`config.mk`:
```
export PLATFORM = sky130hd
export DESIGN_NAME = spi_flash_ctrl_flat
export DESIGN_NICKNAME = d
export VERILOG_FILES = /design/src/rtl/spi_flash_pkg.sv /design/src/rtl/spi_flash_ctrl_if.sv /design/src/rtl/spi_byte_engine.sv /design/src/rtl/spi_flash_ctrl.sv /design/src/flat_wrapper.sv
export SDC_FILE = /design/constraint.sdc
export NUM_CORES = 1
export LEC_CHECK = 0
export BUFFER_PORTS_ARGS = -buffer_cell sky130_fd_sc_hd__buf_4
export CAP_MARGIN = 20
export CORE_AREA = 2 2 128 68
export CTS_CLUSTER_DIAMETER = 120
export DETAILED_ROUTE_END_ITERATION = 10
export DIE_AREA = 0 0 130 70
export PLACE_DENSITY = 0.9
export SLEW_MARGIN = 20
export SYNTH_ARGS = -nofsm -noshare
export SYNTH_HDL_FRONTEND = slang
export SYNTH_SLANG_ARGS = --single-unit
```
`constraint.sdc`:
```
create_clock -name clk -period 4.35 [get_ports clk]
set_clock_uncertainty 0.2 [all_clocks]
set_input_delay 0.87 -clock clk [delete_from_list [all_inputs] [get_ports clk]]
set_output_delay 0.87 -clock clk [all_outputs]
set_load 0.03 [all_outputs]
```
`src/rtl/spi_flash_pkg.sv`:
```
// Shared types and opcodes for the SPI flash controller.
// SPI_FLASH_CTRL_DUMMY_EN adds a dummy byte after the address.
package spi_flash_pkg;

  typedef enum logic [2:0] {
    ST_IDLE,
    ST_CMD,
    ST_ADDR,
`ifdef SPI_FLASH_CTRL_DUMMY_EN
    ST_DUMMY,
`endif
    ST_DATA,
    ST_HOLD,
    ST_GAP
  } state_t;

  localparam logic [7:0] OP_READ        = 8'h03;
  localparam logic [7:0] OP_FAST_READ   = 8'h0B;
  localparam logic [7:0] OP_PAGE_PROG   = 8'h02;
  localparam logic [7:0] OP_READ_STATUS = 8'h05;
  localparam logic [7:0] OP_WRITE_EN    = 8'h06;

  function automatic logic [8:0] byte_total(
    input logic       ae,
    input logic [7:0] n
  );
    logic [8:0] b;
    b = 9'd1 + {1'b0, n};
    if (ae) b = b + 9'd3;
`ifdef SPI_FLASH_CTRL_DUMMY_EN
    if (ae) b = b + 9'd1;
`endif
    return b;
  endfunction

endpackage

```
`src/rtl/spi_flash_ctrl_if.sv`:
```
// System-side request/response bundle of the SPI flash controller.
// master = register/DMA side, slave = controller.
interface spi_flash_ctrl_if;
  logic        start;
  logic [7:0]  opcode;
  logic [23:0] addr;
  logic        addr_en;
  logic [7:0]  len;
  logic [7:0]  wr_data;
  logic        wr_ready;
  logic [7:0]  rd_data;
  logic        rd_valid;
  logic        busy;
  logic        done;

  modport master (
    output start, opcode, addr, addr_en, len, wr_data,
    input  wr_ready, rd_data, rd_valid, busy, done
  );

  modport slave (
    input  start, opcode, addr, addr_en, len, wr_data,
    output wr_ready, rd_data, rd_valid, busy, done
  );
endinterface

```
`src/rtl/spi_byte_engine.sv`:
```
// SCK divider and one-byte full-duplex mode-0 shifter.
// byte_done marks the last SCK fall; load there chains the next byte.
module spi_byte_engine #(
  parameter int CLK_DIV = 4
) (
  input  logic       clk,
  input  logic       rst_n,
  input  logic       load,
  input  logic [7:0] tx_byte,
  input  logic       poci,
  output logic       busy,
  output logic       byte_done,
  output logic       rx_valid,
  output logic [7:0] rx_byte,
  output logic       sck,
  output logic       copi
);
  localparam int DW = (CLK_DIV > 1) ? $clog2(CLK_DIV) : 1;

  logic [DW-1:0] div_cnt;
  logic [2:0]    bit_cnt;
  logic [6:0]    tx_sh;
  logic [6:0]    rx_sh;
  logic          tick;
  logic          sample;

  assign tick      = busy && div_cnt == DW'(CLK_DIV - 1);
  assign byte_done = tick && sck && bit_cnt == 3'd7;
  // POCI is taken at the end of the first SCK-high cycle
  assign sample    = busy && sck && div_cnt == '0;
  assign rx_valid  = sample && bit_cnt == 3'd7;
  assign rx_byte   = {rx_sh, poci};

  always_ff @(posedge clk or negedge rst_n) begin
    if (!rst_n) begin
      busy    <= 1'b0;
      sck     <= 1'b0;
      copi    <= 1'b0;
      div_cnt <= '0;
      bit_cnt <= '0;
      tx_sh   <= '0;
      rx_sh   <= '0;
    end else begin
      if (sample) rx_sh <= rx_byte[6:0];
      if (!busy) begin
        if (load) begin
          busy    <= 1'b1;
          div_cnt <= '0;
          bit_cnt <= '0;
          tx_sh   <= tx_byte[6:0];
          copi    <= tx_byte[7];
        end
      end else if (tick) begin
        div_cnt <= '0;
        if (!sck) begin
          sck <= 1'b1;
        end else begin
          sck <= 1'b0;
          if (bit_cnt == 3'd7) begin
            bit_cnt <= '0;
            if (load) begin
              tx_sh <= tx_byte[6:0];
              copi  <= tx_byte[7];
            end else begin
              busy <= 1'b0;
              copi <= 1'b0;
            end
          end else begin
            bit_cnt <= bit_cnt + 3'd1;
            tx_sh   <= {tx_sh[5:0], 1'b0};
            copi    <= tx_sh[6];
          end
        end
      end else begin
        div_cnt <= div_cnt + DW'(1);
      end
    end
  end
endmodule

```
`src/rtl/spi_flash_ctrl.sv`:
```
// SPI flash transaction sequencer: CMD, ADDR, DUMMY, DATA, HOLD, GAP.
// SPI_FLASH_CTRL_DUMMY_EN inserts a dummy byte when addr_en is set.
module spi_flash_ctrl #(
  parameter int CLK_DIV = 4
) (
  input  logic            clk,
  input  logic            rst_n,
  spi_flash_ctrl_if.slave bus,
  output logic            SCK,
  output logic            CS_N,
  output logic            COPI,
  input  logic            POCI
);
  import spi_flash_pkg::*;

  localparam int DW = (CLK_DIV > 1) ? $clog2(CLK_DIV) : 1;

  state_t        state;
  state_t        nxt;
  logic [8:0]    cnt;
  logic [8:0]    rem;
  logic [8:0]    tail;
  logic [23:0]   addr_sh;
  logic [7:0]    len_q;
  logic [DW-1:0] tmr;
  logic          busy_q;
  logic          done_q;
  logic          rd_valid_q;
  logic [7:0]    rd_data_q;
  logic [7:0]    tx_byte;
  logic          go;
  logic          load;
  logic          eng_busy;
  logic          eng_done;
  logic          rx_valid;
  logic [7:0]    rx_byte;

  assign go  = state == ST_IDLE && bus.start && !eng_busy;
  assign rem = cnt - 9'd1;

`ifdef SPI_FLASH_CTRL_DUMMY_EN
  logic ae_q;
  assign tail = {1'b0, len_q} + {8'd0, ae_q};
`else
  assign tail = {1'b0, len_q};
`endif

  // phase of the following byte follows from how many remain
  always_comb begin
    nxt = ST_DATA;
    if (rem == 9'd0)
      nxt = ST_HOLD;
    else if (rem > tail)
      nxt = ST_ADDR;
`ifdef SPI_FLASH_CTRL_DUMMY_EN
    else if (rem > {1'b0, len_q})
      nxt = ST_DUMMY;
`endif
  end

  always_comb begin
    tx_byte = 8'h00;
    if (state == ST_IDLE)
      tx_byte = bus.opcode;
    else if (nxt == ST_ADDR)
      tx_byte = addr_sh[23:16];
    else if (nxt == ST_DATA)
      tx_byte = bus.wr_data;
  end

  assign load = go || (eng_done && nxt != ST_HOLD);

  assign bus.wr_ready = eng_done && nxt == ST_DATA;
  assign bus.rd_data  = rd_data_q;
  assign bus.rd_valid = rd_valid_q;
  assign bus.busy     = busy_q;
  assign bus.done     = done_q;

  spi_byte_engine #(.CLK_DIV(CLK_DIV)) u_eng (
    .clk       (clk),
    .rst_n     (rst_n),
    .load      (load),
    .tx_byte   (tx_byte),
    .poci      (POCI),
    .busy      (eng_busy),
    .byte_done (eng_done),
    .rx_valid  (rx_valid),
    .rx_byte   (rx_byte),
    .sck       (SCK),
    .copi      (COPI)
  );

  always_ff @(posedge clk or negedge rst_n) begin
    if (!rst_n) begin
      state      <= ST_IDLE;
      cnt        <= '0;
      addr_sh    <= '0;
      len_q      <= '0;
      tmr        <= '0;
      busy_q     <= 1'b0;
      done_q     <= 1'b0;
      CS_N       <= 1'b1;
      rd_valid_q <= 1'b0;
      rd_data_q  <= '0;
`ifdef SPI_FLASH_CTRL_DUMMY_EN
      ae_q       <= 1'b0;
`endif
    end else begin
      done_q     <= 1'b0;
      rd_valid_q <= rx_valid && state == ST_DATA;
      if (rx_valid && state == ST_DATA) rd_data_q <= rx_byte;
      unique case (state)
        ST_IDLE: begin
          if (go) begin
            state   <= ST_CMD;
            busy_q  <= 1'b1;
            CS_N    <= 1'b0;
            addr_sh <= bus.addr;
            len_q   <= bus.len;
            cnt     <= byte_total(bus.addr_en, bus.len);
`ifdef SPI_FLASH_CTRL_DUMMY_EN
            ae_q    <= bus.addr_en;
`endif
          end
        end
        ST_HOLD: begin
          if (tmr == DW'(CLK_DIV - 1)) begin
            state  <= ST_GAP;
            tmr    <= '0;
            CS_N   <= 1'b1;
            done_q <= 1'b1;
          end else begin
            tmr <= tmr + DW'(1);
          end
        end
        ST_GAP: begin
          if (tmr == DW'(CLK_DIV - 1)) begin
            state  <= ST_IDLE;
            tmr    <= '0;
            busy_q <= 1'b0;
          end else begin
            tmr <= tmr + DW'(1);
          end
        end
        default: begin
          if (eng_done) begin
            state <= nxt;
            cnt   <= rem;
            tmr   <= '0;
            if (nxt == ST_ADDR) addr_sh <= {addr_sh[15:0], 8'h00};
          end
        end
      endcase
    end
  end
endmodule
```
`src/flat_wrapper.sv`:
```
// flat-port wrapper written by rule: the top's interface ports become plain ports
module spi_flash_ctrl_flat import spi_flash_pkg::*;
#(
  parameter int CLK_DIV = 4
)
  (clk, rst_n, SCK, CS_N, COPI, POCI, bus_start, bus_opcode, bus_addr, bus_addr_en, bus_len, bus_wr_data, bus_wr_ready, bus_rd_data, bus_rd_valid, bus_busy, bus_done);
  spi_flash_ctrl_if bus_i ();
  input  logic clk;
  input  logic rst_n;
  output logic SCK;
  output logic CS_N;
  output logic COPI;
  input  logic POCI;
  input wire logic [$bits(bus_i.start)-1:0] bus_start;
  input wire logic [$bits(bus_i.opcode)-1:0] bus_opcode;
  input wire logic [$bits(bus_i.addr)-1:0] bus_addr;
  input wire logic [$bits(bus_i.addr_en)-1:0] bus_addr_en;
  input wire logic [$bits(bus_i.len)-1:0] bus_len;
  input wire logic [$bits(bus_i.wr_data)-1:0] bus_wr_data;
  output wire logic [$bits(bus_i.wr_ready)-1:0] bus_wr_ready;
  output wire logic [$bits(bus_i.rd_data)-1:0] bus_rd_data;
  output wire logic [$bits(bus_i.rd_valid)-1:0] bus_rd_valid;
  output wire logic [$bits(bus_i.busy)-1:0] bus_busy;
  output wire logic [$bits(bus_i.done)-1:0] bus_done;
  assign bus_i.start = bus_start;
  assign bus_i.opcode = bus_opcode;
  assign bus_i.addr = bus_addr;
  assign bus_i.addr_en = bus_addr_en;
  assign bus_i.len = bus_len;
  assign bus_i.wr_data = bus_wr_data;
  assign bus_wr_ready = bus_i.wr_ready;
  assign bus_rd_data = bus_i.rd_data;
  assign bus_rd_valid = bus_i.rd_valid;
  assign bus_busy = bus_i.busy;
  assign bus_done = bus_i.done;
  spi_flash_ctrl #(.CLK_DIV(CLK_DIV)) u_core (.clk(clk), .rst_n(rst_n), .bus(bus_i), .SCK(SCK), .CS_N(CS_N), .COPI(COPI), .POCI(POCI));
endmodule
```
After elaboration in Yosys (flattened, before gate mapping)
Cells that the tools add are included.
{"block": "word_totals", "reg_bits": 80, "wordCells": 128, "in_bits": 53, "output_inout_bits": 15}
{"block": "op_classes", "bitwise": 2, "n_eq_ne": 14, "magnitude_cmp": 1, "n_reduce_logical": 34, "mux": 54, "addsub": 6}
{"cell": "24-bit two-way mux", "count": 3}
{"cell": "24-bit case mux with 2 select lines", "count": 1}
{"cell": "7-bit two-way mux", "count": 5}
{"cell": "3-bit two-way mux", "count": 10}
{"cell": "9-bit two-way mux", "count": 3}
{"cell": "8-bit two-way mux", "count": 3}
{"cell": "1-bit two-way mux", "count": 19}
{"cell": "9-bit case mux with 2 select lines", "count": 1}
{"cell": "3-bit AND reduction", "count": 4}
{"cell": "2-bit nonzero test", "count": 6}
{"cell": "1-bit logical AND", "count": 11}
{"cell": "2-bit two-way mux", "count": 5}
{"cell": "2-bit by 1-bit != test with 1-bit output (second input constant)", "count": 5}
{"cell": "1-bit by 8-bit adder with 9-bit output (first input constant)", "count": 1}
{"cell": "9-bit by 2-bit adder with 9-bit output (second input constant)", "count": 1}
{"cell": "3-bit by 2-bit == test with 1-bit output (second input constant)", "count": 3}
{"cell": "3-bit == test (second input constant)", "count": 3}
{"cell": "9-bit by 8-bit greater-than comparator with 1-bit output", "count": 1}
{"cell": "9-bit zero test", "count": 1}
{"cell": "3-bit case mux with 3 select lines", "count": 1}
{"cell": "9-bit by 1-bit subtractor with 9-bit output (second input constant)", "count": 1}
{"cell": "2-bit AND reduction", "count": 4}
{"cell": "4-bit AND reduction", "count": 2}
{"cell": "2-bit by 1-bit adder with 2-bit output (second input constant)", "count": 2}
{"cell": "other kinds (12)", "count": 15}

Longest topological paths before layout
Gate-level depths: netlist of run 1.
{"block": "depth", "ltp_word": 13, "mapped_depth": 14, "ltp_nobuf": 12}

Modules after synthesis
A second synthesis of run 1 with hierarchy kept.
{"block": "hier_totals", "hier_cells": 496, "hier_area_um2": 4720.8}
{"mod": "spi_flash_ctrl", "cells_each": 402, "area_per_inst_um2": 3627.2, "seq_area_each_um2": 1452.6, "instances": 1}
{"mod": "spi_byte_engine", "cells_each": 94, "area_per_inst_um2": 1093.5, "seq_area_each_um2": 550.5, "instances": 1}

Worst setup path before layout of run 1
No wires, ideal clock.
{"block": "synth_timing", "kind": "reg2out", "start": "register u_core.cnt[4]", "end": "output port bus_wr_ready", "arrival_time_ns": 3.214, "stages_incl_launch_ff": 12, "setup_slack_ns": 0.066, "t_required_ns": 3.280, "cell_sequence": "dfrtp_1 > or4_4 > nor4_1 > xor2_1 > ha_1 > and4b_1 > nand3_1 > o311ai_2 > a2111oi_2 > nor2_1 > buf_4 > nor2_1"}
{"block": "synth_via", "elab_chain_len": 6, "elab_cells_between_ends": 7}
{"element": "from (decl)", "line": "spi_flash_ctrl.sv:20", "text": "logic [8:0] cnt;"}
{"element": "from (signal assigned)", "line": "spi_flash_ctrl.sv:120", "text": "cnt <= byte_total(bus.addr_en, bus.len);"}
{"element": "from (signal assigned)", "line": "spi_flash_ctrl.sv:148", "text": "cnt <= rem;"}
{"element": "9-bit by 1-bit subtractor with 9-bit output *", "line": "spi_flash_ctrl.sv:39", "text": "assign rem = cnt - 9'd1;"}
{"element": "9-bit by 8-bit greater-than comparator with 1-bit output", "line": "spi_flash_ctrl.sv:53", "text": "else if (rem > tail)"}
{"element": "1-bit two-way mux", "line": "spi_flash_ctrl.sv:53"}
{"element": "3-bit two-way mux *", "line": "spi_flash_ctrl.sv:51", "text": "if (rem == 9'd0)"}
{"element": "3-bit by 2-bit == test with 1-bit output *", "line": "spi_flash_ctrl.sv:73", "text": "assign bus.wr_ready = eng_done && nxt == ST_DATA;"}
{"element": "1-bit logical AND *", "line": "spi_flash_ctrl.sv:73"}
{"element": "to (decl)", "line": "flat_wrapper.sv:20", "text": "output wire logic [$bits(bus_i.wr_ready)-1:0] bus_wr_ready;"}
Every way passes the cells marked *; elsewhere a longest branch is shown, timed or not.

Worst setup path after layout of run 1
{"block": "layout_timing", "start": "register u_core.cnt[5]", "end": "output port bus_wr_ready"}
The elaborated chain is that of the path after synthesis.

==> results.yml, run 1 <==
clock_network:
  cts-root-buf: "clkbuf_16"
  htreeDepth: 3
  clk_latency_ns: 0.34
  clock_sinks: 80
  cts_buffers: 9
  cts_buffer_depth: 2
  cts.reportedPaths.clkPinSlew_ns: 0.06
  cts_tree: "built"
synthesis:
  synth_cell_types: 61
  synth_warnings: 0
  synth_edf_count: 0
  synthFlopType: "dfrtp_1"
  syn-instance-count: 441
  syn_area_per_cell_um2: 10.07
  ys_ff_latch: 80
  seq_area_frac_synth_pct: 45.10
  ys_async_sr_fraction_pct: 100.0
  synth_nets: 509
  syn_area_um2: 4442
floorplan:
  core_um2: 8198
  dieArea_um2: 9100
  dieWidth_um: 130
  die_y_um: 70
  pin_count: 68
  core.rowCount: 24
  start_util_pct: 54.18
flow_run:
  maxCapViolCount: 0
place:
  place_area_um2: 5006
  place_inst: 603
  io_buffers: 67
  post-dp-hpwl_um: 8349
  place_congestion: 0.9061
layout:
  final_net_count: 577
  stdcell_count: 631
  diodes: 0
  post-route-cell-area_um2: 5391
  fin_util_pct: 65.77
  area_delta_synth_final_pct: 21.38
  layout-drive-gt1-share_pct: 27.04
setup_path:
  crit_type: "flop to output port"
  endpoint_kind: "output port"
  reg2reg_depth: 13
  crit_path_max_fanout: 4
  cp-start-kind: "flop"
  required_ns: 3.28
  crit_arrival_ns: 3.39
routing:
  avgRoutedWirePerCell_um: 19.32
  num_vias: 3960
  wl_um: 12190
  ant_nets: 0
  vias_per_cell: 6.276
  drt_iter0_drc: 480
  drt-pass1-iter-count: 9
  drc_errors: 0
run_status:
  violations: "negative setup slack"
  status: "finished, violations left"
power:
  peakVddDrop_mv: 0.2251
  finalPower_mw: 1.535
  leakagePower_nw: 2.557
  power.density_nw_per_um2: 284.7
timing:
  layout_setup_ws_ns: -0.1087
  clock.fmax_mhz: 224.3
  period_share_pct: 102.5
  rsz0062_at_grt: "true"
  min_period_ns: 4.459
  hold_violations: 0
  slew_viol_final: 0
  setup_viol: 1
  finalSetupTns_ns: -0.1087
  relSlewSlack_pct: 34.08
  tightest_slew_ns: 0.9888
grt:
  first_global_vias: 3774
  track_usage_pct: 28.18
  grt_pass1_wl_um: 19390
  grt_overflow: 0
  antenna_found_initial: 0
  grt_max_degree: 81
hold_path:
  hold_path_class: "flop to flop"
  whs_path_depth: 2
==> worst max-delay path: stages, from the launching register on <==
cell	delay (ns)
dfrtp_1	0.40
or4_4	0.58
nor4_4	0.20
xor2_1	0.24
ha_1	0.33
and4b_1	0.21
nand3_1	0.09
o311ai_2	0.13
a2111oi_2	0.38
nor2_1	0.12
nor2_1	0.17
buf_4	0.19
==> metal layers <==
metal  track usage [%]  share of wire [%]
met1             39.21                 42
met2             41.24                 45
met3             7.739                9.8
met4             12.66                3.0
met5                 0                  0
==> worst paths after layout <==
check / endpoint / start / slack, ns
min in group asynchronous: u_core.addr_sh[6] / rst_n / 0.49
setup reg to reg: u_core.addr_sh[20] / u_core.cnt[5] / 0.30
max in group asynchronous: u_core.cnt[4] / rst_n / 2.78
setup / recovery: bus_wr_ready / u_core.cnt[5] / -0.11
hold reg to reg: u_core.len_q[0] / u_core.len_q[0] / 0.30
hold / removal: u_core.len_q[0] / u_core.len_q[0] / 0.30
==> flip-flops by register name (all words and copies together) (netlist names) <==
| register | flops |
|---|---|
| u_core.CS_N | 1 |
| u_core.addr_sh | 24 |
| u_core.bus.busy | 1 |
| u_core.bus.done | 1 |
| u_core.bus.rd_data | 8 |
| u_core.bus.rd_valid | 1 |
| u_core.cnt | 9 |
| u_core.len_q | 8 |
| u_core.state | 3 |
| u_core.tmr | 2 |
| u_core.u_eng.bit_cnt | 3 |
| u_core.u_eng.busy | 1 |
| u_core.u_eng.copi | 1 |
| u_core.u_eng.div_cnt | 2 |
| u_core.u_eng.rx_sh | 7 |
| u_core.u_eng.sck | 1 |
| u_core.u_eng.tx_sh | 7 |
==> placed cells by master (no fill, tap or decap), types with 12 or more instances in the layout <==
cell,n
xnor2_1,12
mux2_2,19
inv_1,18
o21ai_0,30
dfrtp_1,76
ha_1,15
and3_1,20
a221o_1,17
nand2_1,44
buf_4,85
a21oi_1,18
nor2_1,22
==> report_power, final <==
part           switching [mW]  internal, mW
clock network           0.288         0.400
logic                  0.0477        0.0460
registers             0.00354         0.749
==> layout make-up <==
cell class	instances	area, um2
Inverter	18	67.56
Timing Repair Buffer	85	638.1
Clock inverter	3	17.52
Sequential cell	80	2007
Clock buffer	13	250.2
Tap cell	117	146.4
Multi-Input combinational cell	315	2265
Fill cell	596	2806
==> synth_stat cells, types with 2 or more instances <==
| cell type | count | share of area (%) |
|---|---|---|
| a21boi_0 | 2 | 0.34 |
| a21oi_1 | 18 | 2.0 |
| a221o_1 | 17 | 3.8 |
| a22o_1 | 10 | 2.0 |
| a22oi_1 | 7 | 1.2 |
| a31o_2 | 3 | 0.59 |
| a31oi_1 | 3 | 0.42 |
| and2_1 | 3 | 0.42 |
| and3_1 | 20 | 2.8 |
| buf_2 | 3 | 0.34 |
| buf_6 | 3 | 0.76 |
| clkbuf_1 | 21 | 1.8 |
| dfrtp_1 | 79 | 45 |
| ha_1 | 15 | 4.2 |
| inv_1 | 18 | 1.5 |
| mux2_2 | 19 | 4.8 |
| mux2i_1 | 9 | 2.0 |
| nand2_1 | 44 | 3.7 |
| nand2b_1 | 6 | 0.85 |
| nand3_1 | 9 | 1.0 |
| nand4_1 | 4 | 0.56 |
| nor2_1 | 22 | 1.9 |
| nor2b_1 | 8 | 1.1 |
| nor3_1 | 5 | 0.56 |
| nor3_2 | 2 | 0.45 |
| nor4_2 | 2 | 0.56 |
| o21ai_0 | 30 | 3.4 |
| o21ai_2 | 2 | 0.39 |
| o221ai_1 | 5 | 0.99 |
| o22ai_1 | 3 | 0.42 |
| o31ai_1 | 4 | 0.68 |
| xnor2_1 | 12 | 2.4 |
| xor2_1 | 5 | 0.99 |
==> logic make-up (layout without fill, tap and decap cells) <==
| group | after synthesis | after routing | share of synthesized area (%) |
|---|---|---|---|
| muxes | 28 | 28 | 6.845 |
| AOI/OAI and AO/OA | 118 | 118 | 19.16 |
| buffers and inverters | 46 | 119 | 4.563 |
| DFF | 80 | 80 | 45.10 |
| adders and majority gates | 15 | 15 | 4.225 |
| xor gates and xnor gates | 18 | 18 | 3.718 |
| and+or+nand+nor | 136 | 136 | 16.39 |
==> metrics by stage <==
step,setup WS [ns],hold slack [ns]
4_1_cts,-0.002906,0.3016
5_1_grt,-0.2402,0.3088
3_5_place_dp,0.09288,0.2822
3_3_place_gp,0.2789,0.2680
6_report,-0.1087,0.2990
2_1_floorplan,0.06589,0.2523
==> repair_timing <==
action | in CTS | in global routing
gates resized for setup | 5 | 0
hold buffers | 0 | 0
setup endpoints to repair | 1 | 1
buffers inserted | 12 | 0
pin swaps | 7 | 1
No activity file was read; power rests on OpenSTA's default activity.
==> run 2, diff against run 1 <==
RECOVER_POWER = 50   (was not set)
==> run 2 against run 1 <==
The flow finishes with violations (max-capacitance violations, max-slew violations, negative setup slack); sequential cell count unchanged; first-iteration DRC count decreased by 14%; non-clock buffer count unchanged; sequential share of layout area increased by 0.15 points; combinational power decreased by 0.5%; critical endpoint unchanged; largest cell class unchanged; highest routed layer unchanged.
==> results.yml, run 2 (synthesis gave the netlist of run 1 again) <==
timing:
  hold_violations: 0
  min_period_ns: 4.480
  clock.fmax_mhz: 223.2
  finalSetupTns_ns: -0.1297
  rsz0062_at_grt: "true"
  setup_viol: 1
  slew_viol_final: 81
  relSlewSlack_pct: -28.58
  period_share_pct: 103.0
  tightest_slew_ns: 1.929
  layout_setup_ws_ns: -0.1297
layout:
  multi_input_area_um2: 2265
  layout-drive-gt1-share_pct: 26.07
  most-common-layout-cells: "buf_4, dfrtp_1, nand2_1, o21ai_0, nor2_1"
  layout_commonest_cell: "buf_4"
  n_fill_cell: 596
  area_delta_synth_final_pct: 20.90
  final_net_count: 577
  diodes: 0
  largest_register_ffs: 24
  top_register: "u_core.addr_sh"
  seqCellArea_um2: 2007
  reg_top3: "u_core.addr_sh (24), u_core.cnt (9)"
  post-route-cell-area_um2: 5370
  fin_util_pct: 65.51
routing:
  ant_nets: 0
  avgRoutedWirePerCell_um: 19.20
  drt_iter0_drc: 413
  drc_errors: 0
  wl_um: 12120
  drt-pass1-iter-count: 5
  num_vias: 3984
  vias_per_cell: 6.314
setup_path:
  crit_arrival_ns: 3.41
  reg2reg_depth: 13
  crit_path_top_delay_cell: "or4_4"
  rrSetupSlack_ns: 0.29
  r2r_start: "u_core.cnt[3]"
  crit_path_frequent_cell: "nor2_1"
  startpoint: "u_core.cnt[3]"
  crit_path_max_fanout: 4
  required_ns: 3.28
  cp-start-kind: "flop"
  r2r-end: "u_core.addr_sh[20]"
  crit_type: "flop to output port"
  path_cells: "or4_4 > nor4_4 > xor2_1 > ha_1 > and4b_1 > nand3_1 > o311ai_2 > a2111oi_2 > nor2_1 > nor2_1 > buf_4"
  endpoint_kind: "output port"
  cp-endpoint: "bus_wr_ready"
  worst_path_largest_cell_delay_ns: 0.55
clock_network:
  cts_tree: "built"
  htreeDepth: 3
  cts_buffer_depth: 2
  postCtsHoldBufs: 0
  cts.reportedPaths.clkPinSlew_ns: 0.06
  cts-root-buf: "clkbuf_16"
  cts_buffers: 9
  clk_latency_ns: 0.35
  clock_sinks: 80
floorplan:
  core.rowCount: 24
  dieWidth_um: 130
  pin_count: 68
  die_y_um: 70
  start_util_pct: 54.18
  dieArea_um2: 9100
  core_um2: 8198
place:
  place_congestion: 0.9061
  io_buffers: 67
  place_area_um2: 5006
  post-dp-hpwl_um: 8349
grt:
  first_global_vias: 3774
  grt_pass1_wl_um: 19390
  grt_max_degree: 81
  antenna_found_initial: 0
  track_usage_pct: 28.18
  grt_overflow: 0
run_status:
  violations: "max-capacitance violations, max-slew violations, negative setup slack"
  status: "finished, violations left"
power:
  leakagePower_nw: 2.535
  power.density_nw_per_um2: 286.0
  peakVddDrop_mv: 0.2250
hold_path:
  hold_path_class: "flop to flop"
flow_run:
  maxCapViolCount: 1
-- run 2: per-layer routing --
metal  track usage, %  wire (um)  vias up
li1                 -          -     1754
met1            39.21       4956     1920
met2            41.24       5478      259
met3            7.739       1272       51
met4            12.66        409        0
met5                0          0        -
-- run 2: power breakdown --
part	internal [mW]	switching [mW]	total, mW
Combinational	0.0458	0.0475	0.0932
Clock	0.400	0.290	0.690
Sequential	0.749	0.00352	0.753
-- run 2: timing repair --
| item | in CTS | in global routing |
|---|---|---|
| endpoints found under the setup margin | 1 | 1 |
| resized for setup | 5 | 0 |
| pin swaps | 7 | 1 |
| setup buffers | 12 | 0 |
-- run 2: how the worst min path moves through the flow --
stage / from / end / depth (start not counted)
after floorplan: u_core.len_q[0] / u_core.len_q[0] / 2
after global placement: u_core.len_q[0] / u_core.len_q[0] / 2
after detailed placement: u_core.u_eng.tx_sh[1] / u_core.u_eng.tx_sh[1] / 2
after CTS: u_core.len_q[0] / u_core.len_q[0] / 2
after global routing: u_core.addr_sh[3] / u_core.addr_sh[3] / 1
final: u_core.len_q[0] / u_core.len_q[0] / 2
-- run 2: worst max-delay path: cells and delay by family, from the launching register on --
family,cells,cell delay [ns]
compound gates,2,0.52
xor+xnor,1,0.27
fa+ha+maj,1,0.33
buf+inv,1,0.19
flops,1,0.42
simple gates,6,1.33
-- run 2: through the flow --
step / hold slack (ns) / worst slack, ns / std cells / power, mW
after floorplan: 0.2523 / 0.06589 / 441 / 0.7940
after global placement: 0.2680 / 0.2789 / 603 / 0.8554
after detailed placement: 0.2822 / 0.09288 / 603 / 0.8587
after CTS: 0.3016 / -0.002906 / 631 / 1.542
after global routing: 0.3088 / -0.2402 / 631 / 1.586
final: 0.3010 / -0.1297 / 631 / 1.536
-- run 2: cell type report --
| class | instances | area share [%] |
|---|---|---|
| Multi-Input combinational cell | 315 | 42.17 |
| Sequential cell | 80 | 37.37 |
| Timing Repair Buffer | 85 | 11.49 |
| Clock buffer | 13 | 4.660 |
| Tap cell | 117 | 2.726 |
| Inverter | 18 | 1.258 |
| Clock inverter | 3 | 0.3262 |
==> run 3, diff against run 2 <==
PLACE_DENSITY = 0.85   (was 0.9)
==> run 3 against run 2 <==
The run still ends with max-capacitance violations, max-slew violations, negative setup slack left; die area is the same; final area grew 2.4%; global-route usage grew 0.45 points; wire length grew 4.8%; critical endpoint unchanged.
==> results.yml, run 3 (synthesis gave the netlist of run 1 again) <==
run_status:
  status: "finished, violations left"
  violations: "max-capacitance violations, max-slew violations, negative setup slack"
layout:
  n_fill_cell: 584
  layout-drive-gt1-share_pct: 28.52
  largest_register_ffs: 24
  layout_commonest_cell: "buf_4"
  reg_top3: "u_core.addr_sh (24), u_core.cnt (9)"
  fin_util_pct: 67.09
  diodes: 0
  seqCellArea_um2: 2007
  top_register: "u_core.addr_sh"
  most-common-layout-cells: "buf_4, dfrtp_1, nand2_1, o21ai_0, nor2_1"
  final_net_count: 583
  area_delta_synth_final_pct: 23.83
  multi_input_area_um2: 2307
timing:
  relSlewSlack_pct: -31.51
  slew_viol_final: 81
  finalSetupTns_ns: -0.2370
  tightest_slew_ns: 1.973
  period_share_pct: 104.4
  min_period_ns: 4.541
  setup_viol: 7
  hold_ws_ns: 0.3059
  layout_setup_ws_ns: -0.1905
  rsz0062_at_grt: "true"
  hold_violations: 0
  clock.fmax_mhz: 220.2
power:
  finalPower_mw: 1.641
  peakVddDrop_mv: 0.2245
  leakagePower_nw: 2.586
  power.density_nw_per_um2: 298.3
clock_network:
  cts_buffers: 9
  cts_tree: "built"
  clk_latency_ns: 0.34
  clock_sinks: 80
  cts_buffer_depth: 2
  cts-root-buf: "clkbuf_16"
  cts.reportedPaths.clkPinSlew_ns: 0.06
  htreeDepth: 3
place:
  place_congestion: 0.8733
  post-dp-hpwl_um: 8120
  io_buffers: 67
routing:
  wl_um: 12700
  drt-pass1-iter-count: 5
  ant_nets: 0
  drt_iter0_drc: 519
  avgRoutedWirePerCell_um: 19.97
  num_vias: 4010
  vias_per_cell: 6.305
  drc_errors: 0
setup_path:
  r2r-end: "u_core.u_eng.tx_sh[4]"
  startpoint: "u_core.cnt[5]"
  crit_path_max_fanout: 4
  cp-endpoint: "bus_wr_ready"
  reg2reg_depth: 16
  cp-start-kind: "flop"
  endpoint_kind: "output port"
  crit_arrival_ns: 3.47
  crit_type: "flop to output port"
  rrSetupSlack_ns: -0.02
  r2r_start: "u_core.cnt[5]"
  required_ns: 3.28
floorplan:
  core_um2: 8198
  die_y_um: 70
  pin_count: 68
  start_util_pct: 54.18
  core.rowCount: 24
  dieWidth_um: 130
  dieArea_um2: 9100
grt:
  grt_pass1_wl_um: 19610
  antenna_found_initial: 0
  track_usage_pct: 28.63
  first_global_vias: 3827
  grt_overflow: 0
  grt_max_degree: 81
flow_run:
  maxCapViolCount: 1
hold_path:
  hold_path_class: "flop to flop"
==> run 3: per-layer routing <==
| metal | global-route usage [%] | share of wire, % | vias to the layer above |
|---|---|---|---|
| met1 | 39.89 | 41 | 1913 |
| li1 | - | - | 1771 |
| met2 | 39.67 | 43 | 274 |
| met3 | 12.11 | 12 | 52 |
| met5 | 0 | 0 | - |
| met4 | 10.75 | 3.6 | 0 |
==> run 3: worst min-delay path by stage <==
stage / start / end / depth (start not counted)
2_1_floorplan: u_core.len_q[0] / u_core.len_q[0] / 2
3_3_place_gp: u_core.len_q[0] / u_core.len_q[0] / 2
3_5_place_dp: u_core.u_eng.tx_sh[6] / u_core.u_eng.tx_sh[6] / 2
4_1_cts: u_core.u_eng.tx_sh[6] / u_core.u_eng.tx_sh[6] / 2
5_1_grt: u_core.bus.rd_data[1] / u_core.bus.rd_data[1] / 1
6_report: u_core.bus.rd_data[1] / u_core.bus.rd_data[1] / 1
==> run 3: final cells by class <==
cell class                      instances  share of cell area [%]
Multi-Input combinational cell        315                   41.95
Clock buffer                            9                   4.095
Inverter                               18                   1.228
Tap cell                              117                   2.662
Clock inverter                          6                   1.547
Timing Repair Buffer                   91                   12.03
Sequential cell                        80                   36.49
==> run 3: per-stage QoR <==
| step | instance area (um2) | cells | setup WS (ns) |
|---|---|---|---|
| after global routing | 5500 | 636 | -0.2294 |
| after floorplan | 4442 | 441 | 0.06589 |
| after detailed placement | 5014 | 604 | 0.1670 |
| after global placement | 5014 | 604 | 0.3183 |
| final | 5500 | 636 | -0.1905 |
| after CTS | 5468 | 631 | -0.1019 |
==> run 3: power breakdown <==
| part | switching [mW] | total, mW | internal [mW] |
|---|---|---|---|
| sequential | 0.00308 | 0.752 | 0.749 |
| clock | 0.298 | 0.794 | 0.497 |
| combinational | 0.0486 | 0.0943 | 0.0457 |
| total | 0.349 | 1.64 | 1.29 |
==> run 3: worst max-delay path, stage by stage, from the launching register on <==
cell,delay [ns]
dfrtp_1,0.41
or4_4,0.58
nor4_4,0.24
xor2_1,0.30
ha_1,0.34
and4b_1,0.22
nand3_2,0.11
o311ai_4,0.11
a2111oi_4,0.39
nor2_1,0.12
nor2_1,0.12
buf_4,0.18
==> run 3: timing repair <==
action	4_1_cts	5_1_grt
hold buffers	0	0
setup buffers	12	4
resized for setup	11	3
pin swaps	9	5
endpoints found under the setup margin	1	26
